**src/rtl/weight_mem_sequencer_pkg.sv**
```systemverilog
// Shared constants for the weight-memory sequencer: state encoding and default widths.
package weight_mem_sequencer_pkg;

    localparam int DEF_CNT_W = 8;
    localparam int DEF_IDX_W = 2;

    localparam logic [2:0] S_IDLE     = 3'd0;
    localparam logic [2:0] S_LOAD     = 3'd1;
    localparam logic [2:0] S_TRAIN    = 3'd2;
    localparam logic [2:0] S_COMMIT   = 3'd3;
    localparam logic [2:0] S_ROLLBACK = 3'd4;
    localparam logic [2:0] S_UPDATE   = 3'd5;
    localparam logic [2:0] S_FINISH   = 3'd6;
    localparam logic [2:0] S_DONE     = 3'd7;

    // States that stream one full weight set, one word per cycle
    function automatic logic is_burst(input logic [2:0] state);
        return (state == S_LOAD) || (state == S_COMMIT) ||
               (state == S_ROLLBACK) || (state == S_FINISH);
    endfunction

endpackage

```
**src/rtl/burst_counter.sv**
```systemverilog
// Word index counter for the burst states; restarts from 0 and flags the last word.
module burst_counter #(
    parameter int IDX_W       = 2,
    parameter int NUM_WEIGHTS = 4
) (
    input  logic             i_clk,
    input  logic             i_rst_n,
    input  logic             i_start,
    input  logic             i_en,
    output logic [IDX_W-1:0] o_idx,
    output logic             o_tc
);

    logic [IDX_W-1:0] r_idx;

    always_ff @(posedge i_clk or negedge i_rst_n) begin
        if (!i_rst_n) begin
            r_idx <= '0;
        end else if (i_start) begin
            r_idx <= '0;
        end else if (i_en) begin
            r_idx <= r_idx + IDX_W'(1);
        end
    end

    assign o_idx = r_idx;
    assign o_tc  = (r_idx == IDX_W'(NUM_WEIGHTS - 1));

endmodule

```
**src/rtl/weight_mem_sequencer.sv**
```systemverilog
// Sequences ROM load, per-epoch commit/rollback, weight update and final read-out
// of the weight-memory subsystem.
//
// state    | meaning
// IDLE     | waiting for start
// LOAD     | copy initial guess from ROM into the buffers
// TRAIN    | datapath running an epoch
// COMMIT   | store improved weights into best and old buffers
// ROLLBACK | read old weights back after a worse epoch
// UPDATE   | rewind buffer pointers, decide continue or finish
// FINISH   | stream best weights out
// DONE     | one-cycle completion pulse
module weight_mem_sequencer
    import weight_mem_sequencer_pkg::*;
#(
    parameter int NUM_WEIGHTS = 4,
    parameter int MAX_EPOCHS  = 255,
    parameter int CNT_W       = DEF_CNT_W,
    parameter int IDX_W       = DEF_IDX_W
) (
    input  logic             CLK,
    input  logic             RESET,
    input  logic             start,
    input  logic             abort,
    input  logic             epoch_done,
    input  logic             err_improved,
    input  logic             converged,
    output logic             initial_read_flag,
    output logic             write_training,
    output logic             old_weight_rd,
    output logic             update_weight,
    output logic             finish,
    output logic             write_en,
    output logic [IDX_W-1:0] word_idx,
    output logic [CNT_W-1:0] epoch_cnt,
    output logic             busy,
    output logic             done
);

    logic [2:0]       r_state;
    logic [2:0]       w_state_nxt;
    logic             r_stop;
    logic [CNT_W-1:0] r_epoch_cnt;
    logic [CNT_W-1:0] w_cnt_inc;
    logic             w_tc;
    logic             w_continue;
    logic             w_enter_load;

    logic r_init_rd, r_wr_train, r_old_rd, r_update, r_finish, r_wr_en, r_busy, r_done;

    // The index keeps counting only while the same burst state persists
    assign w_continue   = is_burst(r_state) && (w_state_nxt == r_state);
    assign w_enter_load = (r_state == S_IDLE) && (w_state_nxt == S_LOAD);
    assign w_cnt_inc    = (r_epoch_cnt >= CNT_W'(MAX_EPOCHS)) ? r_epoch_cnt
                                                              : r_epoch_cnt + CNT_W'(1);

    burst_counter #(
        .IDX_W       (IDX_W),
        .NUM_WEIGHTS (NUM_WEIGHTS)
    ) u_burst_counter (
        .i_clk   (CLK),
        .i_rst_n (RESET),
        .i_start (!w_continue),
        .i_en    (w_continue),
        .o_idx   (word_idx),
        .o_tc    (w_tc)
    );

    always_comb begin
        w_state_nxt = r_state;
        if (abort) begin
            w_state_nxt = S_IDLE;
        end else begin
            case (r_state)
                S_IDLE:     if (start) w_state_nxt = S_LOAD;
                S_LOAD:     if (w_tc) w_state_nxt = S_TRAIN;
                S_TRAIN:    if (epoch_done) w_state_nxt = err_improved ? S_COMMIT : S_ROLLBACK;
                S_COMMIT:   if (w_tc) w_state_nxt = S_UPDATE;
                S_ROLLBACK: if (w_tc) w_state_nxt = S_UPDATE;
                // Decision uses the count this UPDATE is about to record
                S_UPDATE:   w_state_nxt = (r_stop || (w_cnt_inc >= CNT_W'(MAX_EPOCHS)))
                                          ? S_FINISH : S_TRAIN;
                S_FINISH:   if (w_tc) w_state_nxt = S_DONE;
                S_DONE:     w_state_nxt = S_IDLE;
                default:    w_state_nxt = S_IDLE;
            endcase
        end
    end

    always_ff @(posedge CLK or negedge RESET) begin
        if (!RESET) begin
            r_state     <= S_IDLE;
            r_stop      <= 1'b0;
            r_epoch_cnt <= '0;
        end else begin
            r_state <= w_state_nxt;
            if (w_enter_load) begin
                r_stop <= 1'b0;
            end else if (!abort && (r_state == S_TRAIN) && epoch_done) begin
                r_stop <= converged;
            end
            if (w_enter_load) begin
                r_epoch_cnt <= '0;
            end else if (!abort && (r_state == S_UPDATE)) begin
                r_epoch_cnt <= w_cnt_inc;
            end
        end
    end

    // Outputs are decoded from the next state so they line up with the state register
    always_ff @(posedge CLK or negedge RESET) begin
        if (!RESET) begin
            r_init_rd  <= 1'b0;
            r_wr_train <= 1'b0;
            r_old_rd   <= 1'b0;
            r_update   <= 1'b0;
            r_finish   <= 1'b0;
            r_wr_en    <= 1'b0;
            r_busy     <= 1'b0;
            r_done     <= 1'b0;
        end else begin
            r_init_rd  <= (w_state_nxt == S_LOAD);
            r_wr_train <= (w_state_nxt == S_COMMIT);
            r_old_rd   <= (w_state_nxt == S_ROLLBACK);
            r_update   <= (w_state_nxt == S_UPDATE);
            r_finish   <= (w_state_nxt == S_FINISH);
            r_wr_en    <= (w_state_nxt == S_FINISH);
            r_busy     <= (w_state_nxt != S_IDLE);
            r_done     <= (w_state_nxt == S_DONE);
        end
    end

    assign initial_read_flag = r_init_rd;
    assign write_training    = r_wr_train;
    assign old_weight_rd     = r_old_rd;
    assign update_weight     = r_update;
    assign finish            = r_finish;
    assign write_en          = r_wr_en;
    assign busy              = r_busy;
    assign done              = r_done;
    assign epoch_cnt         = r_epoch_cnt;

endmodule

```
**config.mk**
```make
export PLATFORM = sky130hd
export DESIGN_NAME = weight_mem_sequencer
export DESIGN_NICKNAME = d
export VERILOG_FILES = /design/src/rtl/weight_mem_sequencer_pkg.sv /design/src/rtl/burst_counter.sv /design/src/rtl/weight_mem_sequencer.sv
export SDC_FILE = /design/constraint.sdc
export NUM_CORES = 1
export LEC_CHECK = 0
export CORE_MARGIN = 2
export CORE_UTILIZATION = 50
export CTS_CLUSTER_SIZE = 12
export DETAILED_ROUTE_END_ITERATION = 10
export PLACE_DENSITY = 0.86
export SETUP_SLACK_MARGIN = 0.2
export SLEW_MARGIN = 20
export SYNTH_ARGS = -nofsm -noshare
export SYNTH_HDL_FRONTEND = slang
export SYNTH_SLANG_ARGS = --single-unit
```
**constraint.sdc**
```tcl
create_clock -name CLK -period 5.3 [get_ports CLK]
set_clock_uncertainty 0.05 [all_clocks]
set_input_delay 0.795 -clock CLK [delete_from_list [all_inputs] [get_ports CLK]]
set_output_delay 0.795 -clock CLK [all_outputs]
set_load 0.01 [all_outputs]
```
Word-level counts from Yosys, hierarchy flattened. Index checks and enable logic that the tools add are counted.

Input bits: 7. Bits in registers: 21.

Muxes and demuxes: 15. Add/sub/neg operators: 2. Order comparisons: 2. Reduce and logical (&&, ||, !) cells: 15. Equal/unequal tests: 15.

Operator list (count): 3-bit == test (second input constant) (8); 3-bit 2-to-1 mux (8); 8-bit 2-to-1 mux (3); 3-bit case mux with 7 select lines (1); 8-bit greater-or-equal comparator (second input constant) (2); 3-bit by 2-bit == test with 1-bit output (second input constant) (3); 8-bit by 1-bit adder with 8-bit output (second input constant) (1); 3-bit by 1-bit == test with 1-bit output (second input constant) (2); 1-bit logical AND (5); 1-bit logical OR (4); 2-bit nonzero test (2); 3-bit == test (1); 3-bit zero test (1); 3-bit nonzero test (1); 2-bit by 1-bit adder with 2-bit output (second input constant) (1); 2-bit == test (second input constant) (1); 1-bit 2-to-1 mux (2); 2-bit 2-to-1 mux (1); 2-bit OR reduction (1); 1-bit zero test (1).

Logic depth before layout (Yosys ltp). Gate-level depths: netlist of the first run.

Depth after elaboration: 10. Mapped depth: 6. Mapped depth without buffers: 6.

Cells and area by module. A second synthesis of the first run with hierarchy kept.

Cell total of the unflattened synthesis: 129. Area total of the unflattened synthesis: 1251.2 um^2.

By module, submodules not included: weight_mem_sequencer (sequential area each 475.5 um^2, times used 1, cells each 122, area each 1162.4 um^2); burst_counter (sequential area each 50.0 um^2, times used 1, cells each 7, area each 88.8 um^2).

Worst setup path before layout of the first run. Ideal clock, no wire load.

Path kind: input to register. Start: in err_improved. End: reg u_burst_counter.r_idx[1], in the netlist u_burst_counter.o_idx[1]. Setup time: 0.095 ns. Setup slack: 3.263 ns. Required time: 5.155 ns. Arrival: 1.891 ns. Cell stages on the path: 5. Cells stage by stage: or3b_2 > a21oi_1 > nor4_4 > xnor2_1 > nor4b_2.

Word-level cells in the longest chain between the ends: 7.

Ends and longest elaborated chain: from (decl) (RTL line weight_mem_sequencer.sv:26) `input logic err_improved,`; 3-bit 2-to-1 mux (2 in series) (RTL line weight_mem_sequencer.sv:77) `S_TRAIN: if (epoch_done) w_state_nxt = err_improved ? S_COMMIT : S_ROLLBACK;`; 3-bit case mux with 7 select lines (RTL line weight_mem_sequencer.sv:74) `case (r_state)`; 3-bit 2-to-1 mux (RTL line weight_mem_sequencer.sv:71) `if (abort) begin`; via w_state_nxt[1] (RTL line weight_mem_sequencer.sv:41) `logic [2:0] w_state_nxt;`; 3-bit == test (RTL line weight_mem_sequencer.sv:52) `assign w_continue = is_burst(r_state) && (w_state_nxt == r_state);`; 1-bit logical AND (RTL line weight_mem_sequencer.sv:52); 2-bit 2-to-1 mux (RTL line burst_counter.sv:19) `end else if (i_start) begin`; to (signal assigned) (RTL line burst_counter.sv:22) `r_idx <= r_idx + IDX_W'(1);`; to (decl) (RTL line burst_counter.sv:14) `logic [IDX_W-1:0] r_idx;`.

The timed path passes the listed nets, and every way through them passes these cells. A chain may end at the register's enable or synchronous reset.

Final worst setup path of the first run.
Start: in epoch_done. End: reg u_burst_counter.r_idx[1], in the netlist u_burst_counter.o_idx[1].

Word-level cells in the longest chain between the ends: 6.

Ends and longest elaborated chain: from (decl) (RTL line weight_mem_sequencer.sv:25) `input logic epoch_done,`; 3-bit 2-to-1 mux (RTL line weight_mem_sequencer.sv:77); 3-bit case mux with 7 select lines (RTL line weight_mem_sequencer.sv:74); 3-bit 2-to-1 mux (RTL line weight_mem_sequencer.sv:71); via w_state_nxt[1] (RTL line weight_mem_sequencer.sv:41); 3-bit == test (RTL line weight_mem_sequencer.sv:52); 1-bit logical AND (RTL line weight_mem_sequencer.sv:52); 2-bit 2-to-1 mux (RTL line burst_counter.sv:19).

The timed path passes the listed nets, and every way through them passes these cells.

==> results of run 1 <==
## routing by layer
| layer | up-vias | part of all wire | track usage | wire [µm] |
|---|---|---|---|---|
| li1 | 473 | - | - | - |
| met1 | 464 | 0.40 | 0.230 | 951 |
| met2 | 46 | 0.53 | 0.323 | 1250 |
| met3 | 2 | 0.061 | 0.0371 | 143 |
| met4 | 0 | 0.0043 | 0.0897 | 10 |
| met5 | - | 0 | 0 | 0 |
## report_power, final
part	internal (µW)	switching, µW
Combinational	10.0	11.8
Clock	28.6	49.9
Sequential	162	2.02
Total	201	63.7
## cells in the final DEF (no fill, tap or decap), types with 2 or more instances in the layout
cell type        count
nand3_1              5
and3b_2              2
nor3_1               5
nor4_1               3
a31oi_1              3
a21oi_1              5
inv_1                3
nand4b_1             4
nor3b_1              2
clkdlybuf4s50_1     24
clkbuf_4             3
mux2i_1              2
o211a_1              2
nor2b_1              7
and3_1               3
nand2_1              4
and4_1               2
o21ai_0              4
nor2_1              10
ha_1                 2
xnor2_1              2
o211ai_1             2
xor2_1               2
dfrtp_1             21
nand4_1              3
## path summary, 6_finish.rpt
path / slack (ns) / to / from / depth (start not counted)
min in group asynchronous: 0.95 / write_en$_DFF_PN0_ / RESET / 1
max in group asynchronous: 3.69 / r_stop$_DFFE_PN0P_ / RESET / 1
max: 2.88 / u_burst_counter.o_idx[1]$_DFF_PN0_ / epoch_done / 6
min: 0.43 / u_burst_counter.o_idx[0]$_DFF_PN0_ / u_burst_counter.o_idx[0]$_DFF_PN0_ / 1
max reg2reg: 3.13 / done$_DFF_PN0_ / epoch_cnt[0]$_DFFE_PN0P_ / 6
min reg2reg: 0.43 / u_burst_counter.o_idx[0]$_DFF_PN0_ / u_burst_counter.o_idx[0]$_DFF_PN0_ / 1
## cell type report
| type | instances | area, µm² |
|---|---|---|
| well taps | 28 | 35.0 |
| clock buffers | 3 | 22.5 |
| fillers | 183 | 779 |
| inverters | 3 | 11.3 |
| multi-input cells | 86 | 591 |
| clock inverters | 1 | 7.51 |
| repair buffers | 24 | 240 |
| flip-flops and latches | 21 | 526 |
## worst max-delay path, stage by stage
cell and delay [ns]:
clkdlybuf4s50_1 0.54, or3b_2 0.46, a21oi_1 0.26, nor4_4 0.10, xnor2_1 0.17, nor4b_2 0.25
## cell families after synthesis
group / Yosys count / share of synthesized area
buffers and inverters: 12 / 0.0531
multiplexers: 2 / 0.0170
AND/OR/NAND/NOR: 58 / 0.321
flip-flops: 21 / 0.446
adder cells (fa/ha/maj): 2 / 0.0212
XOR/XNOR: 4 / 0.0297
AO/OA/AOI/OAI: 20 / 0.113
## stage by stage
stage	utilization	cell area [µm²]	setup WS, ns
CTS	0.648	1430	2.87
global placement	0.634	1400	2.64
global route	0.648	1430	2.79
detailed placement	0.634	1400	2.55
floorplan	-	1180	3.26
finish	0.648	1430	2.88
## state kept, by name, indices dropped and copies added, names as in the netlist
register and cells:
busy 1, done 1, epoch_cnt 8, initial_read_flag 1, old_weight_rd 1, r_state 3
r_stop 1, u_burst_counter.o_idx 2, update_weight 1, write_en 1, write_training 1
==> results.py, run 1 <==
metrics = {
    "layout": {
        "nNetsFinal": 148,
        "drive_above_1_share": 0.0797,
        "fin_cells": 166,
        "syn_to_final_growth_pct": 21.5,
        "antenna_cells": 0,
    },
    "outcome": {
        "status": "complete, no violations",
    },
    "clocking": {
        "cts_hold_buf": 0,
        "cts_sinks": 21,
        "ctsResizeCount": 0,
        "htreeDepth": 1,
        "cts_root_buffer": "clkbuf_4",
        "post_cts_buffers": 0,
        "worst_skew_pair.late_latency_ns": 0.30,
        "clk_pin_slew_ns": 0.12,
        "cts_buffers": 3,
        "cts_tree": "yes",
        "clockBufferDepth": 2,
    },
    "routing": {
        "vias": 985,
        "drt_iter0_markers": 27,
        "routed_wirelength_um": 2350,
        "wl_per_cell_um": 14.2,
        "drc": 0,
        "ant_nets": 0,
        "dr.pass1.iters": 4,
        "via_per_inst": 5.93,
    },
    "timing": {
        "period_minus_slack_ns": 2.42,
        "hold_slack_ns": 0.429,
        "setup-tns-final_ns": 0,
        "worst_slew_pin_slew_ns": 0.926,
        "rsz0062_at_grt": "false",
        "finalSetupViolCount": 0,
        "hold_viol": 0,
        "final_max_slew_viol_count": 0,
        "maxClockFrequency_mhz": 414,
        "timing.final.crit_share": 0.456,
        "max_slew_margin": 0.381,
    },
    "logic_synthesis": {
        "synth-main-ff-cell": "dfrtp_1",
        "ys_top_cells_by_area": "dfrtp_1, nor2b_1, nor2_1",
        "synthesis.nets": 128,
        "synth_top_area_cell": "dfrtp_1",
        "synth_edf_count": 0,
        "synthCells": 119,
        "syn_area_per_cell_um2": 9.90,
        "synthesis.area_um2": 1180,
        "ys_types": 40,
        "synth-seq-area-share": 0.446,
        "yosys-top-cells-count": "dfrtp_1, nor2_1, nor2b_1",
        "ys_warn_count": 0,
        "synth-async-reset-ratio": 1.00,
        "yosysMostFrequentCell": "dfrtp_1",
        "synth_top_area_frac": 0.446,
        "synth-seq-cells": 21,
    },
    "worst_setup_path": {
        "worstPathMaxFanout": 9,
        "startpoint_type": "input port",
        "cp-end-kind": "register",
        "critPathRequiredTime_ns": 5.46,
        "critPathKind": "in2reg",
        "cp_data_arrival_time_ns": 2.57,
    },
    "global_routing": {
        "grt_use_total": 0.190,
        "grt_pass1_wl_um": 3970,
        "grt_overflow": 0,
        "grt_max_degree": 22,
        "antenna_found_initial": 0,
        "grt_pass1_vias": 946,
    },
    "placed_design": {
        "io_buffers": 24,
        "dpl.hpwl_um": 1760,
        "place_congestion": 0.877,
        "numPlacedInstances": 162,
    },
    "power": {
        "total_power_uw": 265,
        "peakVddDrop_mv": 0.117,
        "leakagePower_uw": 0.000619,
        "power.density_nw_per_um2": 185,
    },
    "floorplan": {
        "die_x_um": 52.6,
        "pin_count": 25,
        "dieArea_um2": 2760,
        "initial_core_util": 0.533,
        "rows": 17,
        "coreArea_um2": 2210,
        "fp.dieH_um": 52.6,
    },
    "hold_path": {
        "min_path_type": "reg2reg",
    },
    "run": {
        "cap_violations": 0,
    },
}
(Power assumes the default switching activity.)
==> run 2, diff against run 1 <==
- clock period: 5.3 -> 2.29 ns (I/O delays scaled with it)
==> results.py, run 2 (synthesis results as in run 1) <==
metrics = {
    "layout": {
        "final_cell_mix": "clkdlybuf4s50_1, dfrtp_1, nor2_1",
        "multi_input_area_um2": 599,
        "final_area_um2": 1480,
        "nNetsFinal": 153,
        "drive_above_1_share": 0.126,
        "syn_to_final_growth_pct": 25.3,
        "antenna_cells": 0,
        "final_common_cell": "clkdlybuf4s50_1",
        "largest_reg_flops": 8,
        "seq_area_um2": 526,
        "num-fill-cells": 192,
    },
    "power": {
        "p_sw_uw": 149,
        "power.density_nw_per_um2": 418,
        "swShare": 0.242,
        "leakagePower_uw": 0.000644,
        "clock_power_share": 0.294,
        "peakVddDrop_mv": 0.338,
        "combinationalPowerShare": 0.091,
        "p_seq_frac": 0.615,
        "power.internal_uw": 468,
    },
    "worst_setup_path": {
        "startpoint_type": "register",
        "reg2reg_from": "u_burst_counter.o_idx[0]$_DFF_PN0_",
        "cp-end-kind": "register",
        "crit_buf_inv": 0,
        "crit_chain": "ha_1, o211a_1, nor4_4, xnor2_1, nor4b_2",
        "r2r-end": "u_burst_counter.o_idx[1]$_DFF_PN0_",
        "critPathRequiredTime_ns": 2.46,
        "crit_slowest_cell": "nor4_4",
        "ff2ff_setup_slack_ns": 0.36,
        "slowest_delay_ns": 0.47,
        "r2r_cells": 5,
        "cp_data_arrival_time_ns": 2.10,
        "worstPathMaxFanout": 9,
        "critPathKind": "reg2reg",
        "cp_top_family": "simple AND/OR/NAND/NOR gates",
    },
    "global_routing": {
        "grt_pass1_wl_um": 4140,
        "grt_overflow": 0,
        "grt_pass1_vias": 974,
        "antenna_found_initial": 0,
        "grt_max_degree": 22,
        "grt_use_total": 0.198,
    },
    "clocking": {
        "cts_sinks": 21,
        "clockBufferDepth": 2,
        "worst_skew_pair.late_latency_ns": 0.31,
        "cts_tree": "yes",
        "post_cts_buffers": 0,
        "cts_buffers": 3,
        "clk_pin_slew_ns": 0.12,
        "htreeDepth": 1,
        "cts_root_buffer": "clkbuf_4",
    },
    "outcome": {
        "status": "complete, no violations",
    },
    "floorplan": {
        "die_x_um": 52.6,
        "fp.dieH_um": 52.6,
        "dieArea_um2": 2760,
        "pin_count": 25,
        "coreArea_um2": 2210,
        "rows": 17,
        "initial_core_util": 0.533,
    },
    "timing": {
        "max_slew_margin": 0.627,
        "hold_slack_ns": 0.306,
        "maxClockFrequency_mhz": 519,
        "period_minus_slack_ns": 1.93,
        "hold_viol": 0,
        "timing.final.crit_share": 0.842,
        "setup-tns-final_ns": 0,
        "final_max_slew_viol_count": 0,
        "worst_slew_pin_slew_ns": 0.554,
        "rsz0062_at_grt": "false",
        "finalSetupViolCount": 0,
    },
    "hold_path": {
        "min_path_type": "in2async",
    },
    "routing": {
        "drt_iter0_markers": 18,
        "drc": 0,
        "dr.pass1.iters": 4,
        "ant_nets": 0,
        "routed_wirelength_um": 2390,
        "via_per_inst": 5.91,
        "wl_per_cell_um": 14.0,
        "vias": 1011,
    },
    "placed_design": {
        "place_congestion": 0.837,
        "io_buffers": 24,
        "dpl.hpwl_um": 1790,
        "place_area_um2": 1440,
    },
    "run": {
        "cap_violations": 0,
    },
}
run 2: metrics by stage:
step / worst slack [ns] / std cells / power, µW / util
after CTS: 0.270 / 171 / 623 / 0.663
after global placement: 0.195 / 167 / 442 / 0.651
after global routing: 0.214 / 171 / 648 / 0.667
final: 0.362 / 171 / 617 / 0.667
after floorplan: 0.443 / 119 / 410 / -
after detailed placement: 0.154 / 167 / 444 / 0.651
run 2: what timing repair did:
action,4_1_cts,5_1_grt
hold buffers,0,0
endpoints found under the hold margin,0,0
gates resized for setup,0,2
endpoints found under the setup margin,0,6
run 2: layout make-up:
type | instances | area share
Clock buffer | 3 | 0.0153
Timing Repair Buffer | 29 | 0.188
Inverter | 3 | 0.00763
Tap cell | 28 | 0.0237
Multi-Input combinational cell | 86 | 0.406
Sequential cell | 21 | 0.356
Clock inverter | 1 | 0.00339
run 2: power groups by stage:
| stage | Combinational (µW) | Clock [µW] | Sequential, µW |
|---|---|---|---|
| 2_1_floorplan | 23.6 | 0 | 386 |
| 3_3_place_gp | 54.8 | 0 | 387 |
| 3_5_place_dp | 56.9 | 0 | 387 |
| 4_1_cts | 57.2 | 186 | 380 |
| 5_1_grt | 63.6 | 204 | 381 |
| 6_report | 56.4 | 181 | 380 |
run 2: routing by layer:
| metal | vias up | share of wire | global-route usage |
|---|---|---|---|
| li1 | 484 | - | - |
| met1 | 499 | 0.43 | 0.246 |
| met2 | 28 | 0.52 | 0.350 |
| met3 | 0 | 0.041 | 0.0571 |
| met4 | 0 | 0 | 0.0214 |
| met5 | - | 0 | 0 |
run 2: how the worst max path moves through the flow:
stage	from	end	slack, ns	cells after the start
after floorplan	epoch_cnt[0]$_DFFE_PN0P_	done$_DFF_PN0_	0.44	6
after global placement	epoch_done	u_burst_counter.o_idx[1]$_DFF_PN0_	0.20	6
after detailed placement	epoch_done	u_burst_counter.o_idx[1]$_DFF_PN0_	0.15	6
after CTS	epoch_cnt[0]$_DFFE_PN0P_	update_weight$_DFF_PN0_	0.27	7
after global routing	u_burst_counter.o_idx[0]$_DFF_PN0_	u_burst_counter.o_idx[1]$_DFF_PN0_	0.21	5
final	u_burst_counter.o_idx[0]$_DFF_PN0_	u_burst_counter.o_idx[1]$_DFF_PN0_	0.36	5
